[src/rtl/threshold_stream_ctrl_if.sv]
// threshold_stream_ctrl_if: upstream pixel stream and thresholded output stream of the controller
interface threshold_stream_ctrl_if;
  logic [7:0] pix_in;
  logic       pix_valid;
  logic       pix_ready;
  logic [7:0] out_pix;
  logic       out_valid;
  logic       out_last;
  modport master(output pix_in, pix_valid, input pix_ready, out_pix, out_valid, out_last);
  modport slave(input pix_in, pix_valid, output pix_ready, out_pix, out_valid, out_last);
endinterface

[src/rtl/threshold_stream_ctrl.sv]
// threshold_stream_ctrl: buffers pixels, sequences threshold loads between frames and re-aligns the unit's result
module threshold_stream_ctrl #(
  parameter int FRAME_PIXELS = 4096,
  parameter int FIFO_DEPTH   = 8,
  parameter int CNT_W        = 16
) (
  input  logic                 clk,
  input  logic                 rst_n,
  input  logic [7:0]           thr_in,
  input  logic                 thr_we,
  threshold_stream_ctrl_if.slave s,
  output logic                 th_mode,
  output logic [7:0]           th_byte,
  input  logic [7:0]           th_result,
  output logic                 frame_busy,
  output logic [CNT_W-1:0]     fg_count,
  output logic                 fg_count_valid
);
  localparam int AW = $clog2(FIFO_DEPTH);
  localparam int PW = $clog2(FRAME_PIXELS);
  typedef enum logic [1:0] {IDLE, LOAD, STREAM, DRAIN} state_t;
  state_t           state;
  logic [7:0]       mem [FIFO_DEPTH];
  logic [AW:0]      wp, rp;
  logic [7:0]       thr_pend;
  logic             pend, thr_loaded, drain;
  logic             tag, tag_last, tag_d, last_d;
  logic [PW-1:0]    pix_cnt;
  logic [CNT_W-1:0] fg_acc;
  logic             empty, full, push, pop, pix_last, frame_end;
  assign empty      = wp == rp;
  assign full       = (wp[AW] != rp[AW]) && (wp[AW-1:0] == rp[AW-1:0]);
  assign push       = s.pix_valid && !full;
  assign pop        = (state == STREAM) && !empty;
  assign pix_last   = pix_cnt == PW'(FRAME_PIXELS - 1);
  assign frame_end  = s.out_valid && s.out_last;
  assign s.pix_ready = !full;
  assign frame_busy = state != IDLE;
  always_ff @(posedge clk)
    if (push) mem[wp[AW-1:0]] <= s.pix_in;
  always_ff @(posedge clk or negedge rst_n)
    if (!rst_n) begin
      state <= IDLE;
      wp <= '0;
      rp <= '0;
      thr_pend <= '0;
      pend <= 1'b0;
      thr_loaded <= 1'b0;
      drain <= 1'b0;
      th_mode <= 1'b0;
      th_byte <= '0;
      tag <= 1'b0;
      tag_last <= 1'b0;
      tag_d <= 1'b0;
      last_d <= 1'b0;
      pix_cnt <= '0;
      s.out_pix <= '0;
      s.out_valid <= 1'b0;
      s.out_last <= 1'b0;
      fg_acc <= '0;
      fg_count <= '0;
      fg_count_valid <= 1'b0;
    end else begin
      if (push) wp <= wp + 1'b1;
      if (pop) rp <= rp + 1'b1;
      // a write landing in the LOAD cycle keeps pend set so a second LOAD follows
      if (thr_we) begin
        thr_pend <= thr_in;
        pend <= 1'b1;
      end else if (state == LOAD) pend <= 1'b0;
      tag <= pop;
      tag_last <= pop && pix_last;
      tag_d <= tag;
      last_d <= tag_last;
      s.out_valid <= tag_d;
      s.out_last <= last_d;
      s.out_pix <= tag_d ? th_result : 8'h00;
      if (frame_end) fg_acc <= '0;
      else if (tag_d && th_result != 8'h00 && fg_acc != '1) fg_acc <= fg_acc + 1'b1;
      fg_count_valid <= frame_end;
      if (frame_end) fg_count <= fg_acc;
      case (state)
        IDLE:
          if (pend) begin
            state <= LOAD;
            th_mode <= 1'b1;
            th_byte <= thr_we ? thr_in : thr_pend;
          end else if (thr_loaded && !empty) state <= STREAM;
        LOAD: begin
          th_mode <= 1'b0;
          thr_loaded <= 1'b1;
          state <= IDLE;
        end
        STREAM:
          if (pop) begin
            th_byte <= mem[rp[AW-1:0]];
            pix_cnt <= pix_last ? '0 : pix_cnt + 1'b1;
            if (pix_last) state <= DRAIN;
          end
        default: begin
          drain <= !drain;
          if (drain) state <= IDLE;
        end
      endcase
    end
endmodule
[src/flat_wrapper.sv]
// flat-port wrapper written by rule: the top's interface ports become plain ports
module threshold_stream_ctrl_flat 
#(
  parameter int FRAME_PIXELS = 4096,
  parameter int FIFO_DEPTH   = 8,
  parameter int CNT_W        = 16
)
  (clk, rst_n, thr_in, thr_we, th_mode, th_byte, th_result, frame_busy, fg_count, fg_count_valid, s_pix_in, s_pix_valid, s_pix_ready, s_out_pix, s_out_valid, s_out_last);
  threshold_stream_ctrl_if s_i ();
  input  logic clk;
  input  logic rst_n;
  input  logic [7:0] thr_in;
  input  logic thr_we;
  output logic th_mode;
  output logic [7:0] th_byte;
  input  logic [7:0] th_result;
  output logic frame_busy;
  output logic [CNT_W-1:0] fg_count;
  output logic fg_count_valid;
  input wire logic [$bits(s_i.pix_in)-1:0] s_pix_in;
  input wire logic [$bits(s_i.pix_valid)-1:0] s_pix_valid;
  output wire logic [$bits(s_i.pix_ready)-1:0] s_pix_ready;
  output wire logic [$bits(s_i.out_pix)-1:0] s_out_pix;
  output wire logic [$bits(s_i.out_valid)-1:0] s_out_valid;
  output wire logic [$bits(s_i.out_last)-1:0] s_out_last;
  assign s_i.pix_in = s_pix_in;
  assign s_i.pix_valid = s_pix_valid;
  assign s_pix_ready = s_i.pix_ready;
  assign s_out_pix = s_i.out_pix;
  assign s_out_valid = s_i.out_valid;
  assign s_out_last = s_i.out_last;
  threshold_stream_ctrl #(.FRAME_PIXELS(FRAME_PIXELS), .FIFO_DEPTH(FIFO_DEPTH), .CNT_W(CNT_W)) u_core (.clk(clk), .rst_n(rst_n), .thr_in(thr_in), .thr_we(thr_we), .s(s_i), .th_mode(th_mode), .th_byte(th_byte), .th_result(th_result), .frame_busy(frame_busy), .fg_count(fg_count), .fg_count_valid(fg_count_valid));
endmodule
[config.mk]
export PLATFORM = sky130hd
export DESIGN_NAME = threshold_stream_ctrl_flat
export DESIGN_NICKNAME = d
export VERILOG_FILES = /design/src/rtl/threshold_stream_ctrl_if.sv /design/src/rtl/threshold_stream_ctrl.sv /design/src/flat_wrapper.sv
export SDC_FILE = /design/constraint.sdc
export NUM_CORES = 1
export LEC_CHECK = 0
export CAP_MARGIN = 20
export CORE_MARGIN = 8
export CORE_UTILIZATION = 60
export CTS_BUF_LIST = sky130_fd_sc_hd__clkbuf_8
export DETAILED_ROUTE_END_ITERATION = 8
export DONT_BUFFER_PORTS = 1
export GPL_TIMING_DRIVEN = 1
export PLACE_DENSITY = 0.8
export SLEW_MARGIN = 10
export SYNTH_ARGS = -nofsm -noshare
export SYNTH_HDL_FRONTEND = slang
export SYNTH_SLANG_ARGS = --single-unit
[constraint.sdc]
create_clock -name clk -period 2.7 [get_ports clk]
set_input_delay 0.405 -clock clk [delete_from_list [all_inputs] [get_ports clk]]
set_output_delay 0.405 -clock clk [all_outputs]
set_load 0.03 [all_outputs]
Yosys cells after proc, flatten, opt, wreduce, memory -nomap -nowiden
Memories as Yosys holds them, arrays and structs flattened.
Index checks and enable logic that the tools add are counted.
{"block": "classes", "reduce_logical": 24, "addsub": 4, "mux": 20, "n_eq_ne": 11}
{"operator": "16-bit two-way mux", "count": 2}
{"operator": "8-bit two-way mux", "count": 4}
{"operator": "16-bit by 1-bit adder with 16-bit output (second input constant)", "count": 1}
{"operator": "16-bit inequality test (second input constant)", "count": 1}
{"operator": "8-bit case mux with 2 select lines", "count": 1}
{"operator": "12-bit by 1-bit adder with 12-bit output (second input constant)", "count": 1}
{"operator": "12-bit equality test (second input constant)", "count": 1}
{"operator": "12-bit two-way mux", "count": 1}
{"operator": "2-bit two-way mux", "count": 5}
{"operator": "2-bit nonzero test", "count": 5}
{"operator": "4-bit by 1-bit adder with 4-bit output (second input constant)", "count": 2}
{"operator": "1-bit logical AND", "count": 8}
{"operator": "8-bit nonzero test", "count": 1}
{"operator": "2-bit by 1-bit inequality test with 1-bit output (second input constant)", "count": 3}
{"operator": "2-bit case mux with 3 select lines", "count": 1}
{"operator": "1-bit two-way mux", "count": 5}
{"operator": "4-bit equality test", "count": 1}
{"operator": "2-bit AND reduction", "count": 2}
{"operator": "4-bit AND reduction", "count": 1}
{"operator": "4-bit nonzero test", "count": 1}
{"operator": "3-bit equality test", "count": 1}
{"operator": "1-bit logical NOT", "count": 3}
{"operator": "3-bit by 1-bit inequality test with 1-bit output (second input constant)", "count": 1}
{"operator": "3-bit AND reduction", "count": 1}
{"operator": "6 further kinds", "count": 6}
{"block": "word_totals", "reg_bits": 89, "elab_cells": 80, "ramBits": 64, "input_bits": 28, "mem_count": 1}
{"memory": "u_core.mem", "words": 8, "width": 8, "rd": 1, "rd_ports_with_merged_regs": 0, "write_ports": 1, "line_no": "threshold_stream_ctrl.sv:23", "rtl": "logic [7:0] mem [FIFO_DEPTH];"}

Logic depth before layout (Yosys ltp)
Gate-level depths: netlist of the first run.
{"block": "logic_depth", "ltp_word": 6, "mapped_depth": 7, "depth_no_buf": 5}

Worst setup path after synthesis of the first run
No wires, ideal clock.
{"block": "synth_path", "path_type": "reg2reg", "from": "register u_core.rp[2]", "to": "memory u_core.mem[0][0] (enable)", "slack_ns": 0.300, "path_stages_with_launch": 6, "t_arrival_ns": 2.017, "path_buffers": 1, "cell_sequence": "dfrtp_1 -> buf_4 -> xor2_1 -> or4_1 -> nand3_1 -> nor3_1"}
{"block": "synth_via", "elab_chain_len": 6}
{"element": "start: declaration", "line_no": "threshold_stream_ctrl.sv:24", "rtl": "logic [AW:0] wp, rp;"}
{"element": "start signal: assignment", "line_no": "threshold_stream_ctrl.sv:65", "rtl": "if (pop) rp <= rp + 1'b1;"}
{"element": "3-bit equality test", "line_no": "threshold_stream_ctrl.sv:32", "rtl": "assign full = (wp[AW] != rp[AW]) && (wp[AW-1:0] == rp[AW-1:0]);"}
{"element": "1-bit logical AND", "line_no": "threshold_stream_ctrl.sv:32"}
{"element": "1-bit logical NOT"}
{"element": "net s_pix_ready", "line_no": "flat_wrapper.sv:22", "rtl": "output wire logic [$bits(s_i.pix_ready)-1:0] s_pix_ready;"}
{"element": "1-bit logical AND", "line_no": "threshold_stream_ctrl.sv:33", "rtl": "assign push = s.pix_valid && !full;"}
{"element": "1-bit two-way mux", "line_no": "threshold_stream_ctrl.sv:40", "rtl": "if (push) mem[wp[AW-1:0]] <= s.pix_in;"}
{"element": "1-bit two-way mux (implied by the code)", "line_no": "threshold_stream_ctrl.sv:40"}
{"element": "end: declaration", "line_no": "threshold_stream_ctrl.sv:23"}
The timed path passes the listed nets, and every way through them passes these cells.

Worst setup path after layout of the first run
{"block": "layout_path", "from": "register u_core.wp[1]", "to": "output s_pix_ready"}
{"block": "layout_via", "elab_chain_len": 3}
{"element": "start: declaration", "line_no": "threshold_stream_ctrl.sv:24"}
{"element": "start signal: assignment", "line_no": "threshold_stream_ctrl.sv:64", "rtl": "if (push) wp <= wp + 1'b1;"}
{"element": "3-bit equality test", "line_no": "threshold_stream_ctrl.sv:32"}
{"element": "1-bit logical AND", "line_no": "threshold_stream_ctrl.sv:32"}
{"element": "1-bit logical NOT", "line_no": "threshold_stream_ctrl.sv:37", "rtl": "assign s.pix_ready = !full;"}
{"element": "end: declaration", "line_no": "flat_wrapper.sv:22"}
No other way between the ends.

==> qor.csv, run 1 <==
metric,value,unit
async_reset_ff_share,58.2,%
synth_top_area_share,34.3,%
dieArea,0.0144,mm^2
grt_usage,17.7,%
max_stage_delay,0.60,ns
setup_violations,0,
antenna_found_initial,0,
final_nets,547,
hold_viol,0,
start_kind,flop,
firstDrtPassIters,7,
whs,0.0526,ns
cts_resized,0,
wirelength,12.2,mm
cts_max_level,4,
synth_ff_type,dfrtp_1,
fin_crit_sh,88.8,%
core_area,0.0107,mm^2
grt_pass1_wl,20.1,mm
layout-drive-gt1-share,12.7,%
switching_share,35.8,%
p_int,4.48,mW
synth_seq_cells,153,
slew_viol_final,0,
wire_per_inst,18.3,um
grt_max_degree,90,
postCtsSetupBuffers,0,
holdPathStages,1,
vias_per_cell,5.95,
clock_latency,0.45,ns
cts_tree,yes,
grt_pass1_vias,3982,
status,"finished, final reports clean",
p_switching,2.50,mW
rsz0062_at_grt,false,
yosysUniqueCellTypes,47,
arrival,1.99,ns
combPwrFrac,26.7,%
grt_use_met3,7.47,%
crit_type,reg -> out,
path_buf_inv,1,
drv_cap,0,
slew_headroom,46.1,%
synth_common_cells,"dfrtp_1, nand2_1, edfxtp_1",
cts_hold_buf,2,
min_period,2.40,ns
synth_nets,540,
n_antenna_cell,0,
seqPwrFrac,49.4,%
critPathSlowestCell,or4_1,
avgSynthCellArea,12.8,um^2
antenna_left,0,
power.density,991,mW/mm^2
die_x,120,um
syn_to_final_growth,8.58,%
pin_count,66,
path_depth,3,
place.gp.congestion,0.847,
synth_most_common_cell,dfrtp_1,
power.leakage,2.86,nW
vdd_ir_drop_max,0.529,mV
tightestPinTransition,0.798,ns
vias,3969,
synth_area,0.00649,mm^2
synth_seq_area_share,64.0,%
numPortBuffers,0,
dpl.hpwl,8.31,mm
reg2regPathDepth,4,
multi_input_area,0.00220,mm^2
use_met2,28.9,%
fin_cells,667,
finalClockSkew,0.0101,ns
tns,0,ns
synthCells,508,
crit_family,simple AND/OR/NAND/NOR gates,
die_height,120,um
cts_buffer_depth,2,
synth_edf_count,64,
cts_root_buf,clkbuf_8,
first_iter_violations,385,
clock_sinks,153,
clkPwrFrac,23.8,%
busiest_layer,met2,
synth_warnings,0,
fmax,417,MHz
required,2.30,ns
dpl.cell_count,632,
initial_utilization,60.6,%
synth_area_leader_cell,dfrtp_1,
fillers,766,
critPathMaxFanout,8,
clk_pin_slew,0.08,ns
holdCritPathClass,in -> reg,
drcViolationCount,0,
grt.overflow.total,0,
ys_top_cells_by_area,"dfrtp_1, edfxtp_1, mux2i_1",
crit_path_cell_trace,"xor2_2, or4_1, buf_4",
num_rows,38,
cts_buffers,17,
final-seq-area,0.00415,mm^2
worst_setup_path_end_kind,output pin,
use_met1,20.7,%
per-stage QoR:
stage                     util [%]  power, mW  cell area (um^2)  setup WS (ns)
after floorplan                  -       4.91              6490          0.300
after global placement        61.8       5.24              6610          0.392
after detailed placement      61.8       5.31              6610          0.242
after CTS                     65.7       7.03              7030          0.231
after global routing          65.8       7.36              7040          0.220
final                         65.8       6.98              7040          0.301
layout make-up:
type / instances / area share, %
Multi-Input combinational cell: 324 / 31.3
Clock inverter: 14 / 2.13
Clock buffer: 17 / 3.32
Sequential cell: 153 / 58.9
Tap cell: 140 / 2.49
Timing Repair Buffer: 11 / 1.42
Inverter: 8 / 0.426
final timing paths:
path | startpoint | endpoint | slack (ns)
hold reg to reg | u_core.tag_last$_DFF_PN0_ | u_core.last_d$_DFF_PN0_ | 0.35
max in group asynchronous | rst_n | u_core.pix_cnt[7]$_DFFE_PN0P_ | 1.85
setup reg to reg | u_core.wp[2]$_DFFE_PN0P_ | u_core.mem[2][7]$_DFFE_PP_ | 0.46
min in group asynchronous | rst_n | u_core.fg_count[5]$_DFFE_PN0P_ | 0.53
setup / recovery | u_core.wp[1]$_DFFE_PN0P_ | s_pix_ready | 0.30
hold / removal | thr_we | u_core.pend$_DFFE_PN0P_ | 0.05
power by group through the flow:
stage | Clock (mW) | Combinational [mW] | Sequential [mW]
after floorplan | 0 | 1.58 | 3.33
after CTS | 1.71 | 1.87 | 3.45
after global routing | 1.80 | 2.05 | 3.51
after global placement | 0 | 1.77 | 3.47
after detailed placement | 0 | 1.81 | 3.50
final | 1.66 | 1.87 | 3.45
placed cells by master, fill, tap and decap left out, drive strengths merged, types with 7 or more instances in the layout:
cell,instances
xnor2,10
mux2i,34
and2,11
or4,12
a22o,16
nor3,8
nand2b,7
xor2,7
edfxtp,64
clkbuf,17
buf,10
nand3,10
inv,12
nand4,9
o31ai,17
nor2,15
dfrtp,89
mux2,17
o21ai,8
a21oi,13
nand2,81
layer usage:
metal / up-vias / wire (um)
met3: 16 / 957
met4: 0 / 138
met2: 113 / 6020
met1: 1972 / 5070
li1: 1868 / -
met5: - / 0
sequential cells by signal (all words and copies together) (netlist names), 2 cells and up:
signal            cells
u_core.mem           64
u_core.pix_cnt       12
u_core.state          2
u_core.fg_acc        16
u_core.th_byte        8
u_core.wp             4
u_core.rp             4
u_core.fg_count      16
u_core.thr_pend       8
u_core.s.out_pix      8
kinds of logic (layout without fill, tap and decap cells):
kind of cell | after synthesis | in the layout | synth area share [%]
adders and majority gates | 4 | 4 | 0.772
buffers and inverters | 31 | 50 | 2.04
AOI/OAI and AO/OA | 74 | 74 | 8.66
muxes | 51 | 51 | 8.20
and+or+nand+nor | 178 | 178 | 13.8
DFF | 153 | 153 | 64.0
xor gates and xnor gates | 17 | 17 | 2.53
Note: power is estimated with default switching activity, not from simulation.
==> run 2, diff against run 1 <==
- clock period: 2.7 -> 2.3 ns (I/O delays scaled with it)
==> run 2 against run 1 <==
Effect of this change: the run now ends with hold timing left; highest routed layer unchanged; utilization up 1.0 points; largest power group unchanged; combinational power up 26%; design area up 1.6%; critical endpoint unchanged.
==> qor.csv, run 2 (synthesis gave the netlist of run 1 again) <==
metric,value,unit
layout_common_cells,"dfrtp_1, nand2_1, edfxtp_1",
antenna_found_initial,0,
tns,0,ns
fin_crit_sh,96.3,%
syn_to_final_growth,10.3,%
clock_latency,0.43,ns
holdCritPathClass,in -> async,
busiest_layer,met2,
arrival,1.87,ns
grt_usage,18.7,%
wirelength,12.9,mm
worst_setup_path_end_kind,output pin,
rsz0062_at_grt,false,
critPathMaxFanout,7,
first_iter_violations,456,
pre_cts_slack,0.0922,ns
grt_max_degree,90,
initial_utilization,60.6,%
clock_sinks,153,
core_area,0.0107,mm^2
min_period,2.22,ns
hold_viol,89,
dieArea,0.0144,mm^2
cts_root_buf,clkbuf_8,
num_rows,38,
whs,-0.405,ns
tightestPinTransition,0.669,ns
n_antenna_cell,0,
drcViolationCount,0,
grt_pass1_wl,21.2,mm
cts_buffers,17,
vias_per_cell,5.94,
pin_count,66,
p_total,8.36,mW
largest_register_ffs,64,
final_common_cell,dfrtp_1,
fillers,743,
finalWorstSetupSlack,0.0847,ns
setup_violations,0,
cts_max_level,4,
power.leakage,2.91,nW
clk_pin_slew,0.09,ns
vdd_ir_drop_max,0.681,mV
firstDrtPassIters,5,
wire_per_inst,19.0,um
cts_hold_buf,9,
use_met1,22.4,%
place.gp.congestion,0.895,
cts_buffer_depth,2,
final_nets,558,
drv_cap,0,
finalClockSkew,0.0108,ns
layout-drive-gt1-share,14.3,%
reg2regPathDepth,4,
numPortBuffers,0,
die_height,120,um
fmax,451,MHz
dpl.hpwl,8.97,mm
slew_headroom,55.2,%
required,1.96,ns
vias,4035,
power.density,1170,mW/mm^2
cts_tree,yes,
slew_viol_final,0,
die_x,120,um
antenna_left,0,
grt.overflow.total,0,
violations,hold timing,
crit_type,reg -> out,
use_met2,31.0,%
status,"finished, violations left",
grt_use_met3,5.97,%
start_kind,flop,
grt_pass1_vias,4086,
[run 2: cell count changes in the layout (fill, tap and decap cells not counted), moves of 3 or more]
| cell | before | now |
|---|---|---|
| dlygate4sd3_1 | 1 | 9 |
| clkinvlp_4 | 4 | 0 |
| dfrtp_2 | 0 | 3 |
| buf_4 | 7 | 13 |
| inv_6 | 2 | 6 |
| dfrtp_1 | 89 | 86 |
[run 2: final cells by class]
type	instances	area [um^2]	share of cell area, %
sequential	153	4150	58.0
multi-input combinational	324	2220	31.0
clock buffer	17	234	3.27
timing repair buffer	22	188	2.62
tap	140	175	2.45
clock inverter	15	156	2.19
inverter	8	30.0	0.420
[run 2: critical path: stages (launching register included)]
cell and delay (ns):
dfrtp_2 0.47, xor2_2 0.23, or4_4 0.55, buf_4 0.19
[run 2: layer usage]
layer | part of all wire [%] | up-vias
met2 | 50 | 141
met5 | 0 | -
met3 | 7.2 | 18
met1 | 41 | 1976
met4 | 1.7 | 0
li1 | - | 1900
[run 2: stage by stage]
stage,instance area [um^2],instances,utilization (%)
2_1_floorplan,6500,508,-
5_1_grt,7150,679,66.9
3_5_place_dp,6660,637,62.2
3_3_place_gp,6660,637,62.2
4_1_cts,7150,679,66.8
6_report,7150,679,66.9
[run 2: timing repair]
item | CTS | global route
endpoints found under the setup margin | 1 | 15
hold endpoints to repair | 154 | 89
gates resized for setup | 2 | 2
setup buffers | 1 | 0
[run 2: where the power goes]
group          leakage [nW]  internal (mW)  switching (mW)
registers              1.72           3.38           0.663
logic                 0.996           1.01            1.34
clock network         0.197          0.898            1.07
total                  2.91           5.29            3.07
[run 2: path summary, 6_finish.rpt]
check | start | to | slack [ns]
setup / recovery | u_core.rp[0]$_DFFE_PN0P_ | s_pix_ready | 0.08
hold / removal | rst_n | u_core.fg_count[5]$_DFFE_PN0P_ | -0.40
setup reg to reg | u_core.rp[0]$_DFFE_PN0P_ | u_core.mem[2][2]$_DFFE_PP_ | 0.15
hold reg to reg | u_core.tag_last$_DFF_PN0_ | u_core.last_d$_DFF_PN0_ | 0.35
max in group asynchronous | rst_n | u_core.rp[1]$_DFFE_PN0P_ | 2.58
min in group clk | th_result[2] | u_core.s.out_pix[2]$_DFF_PN0_ | 0.05
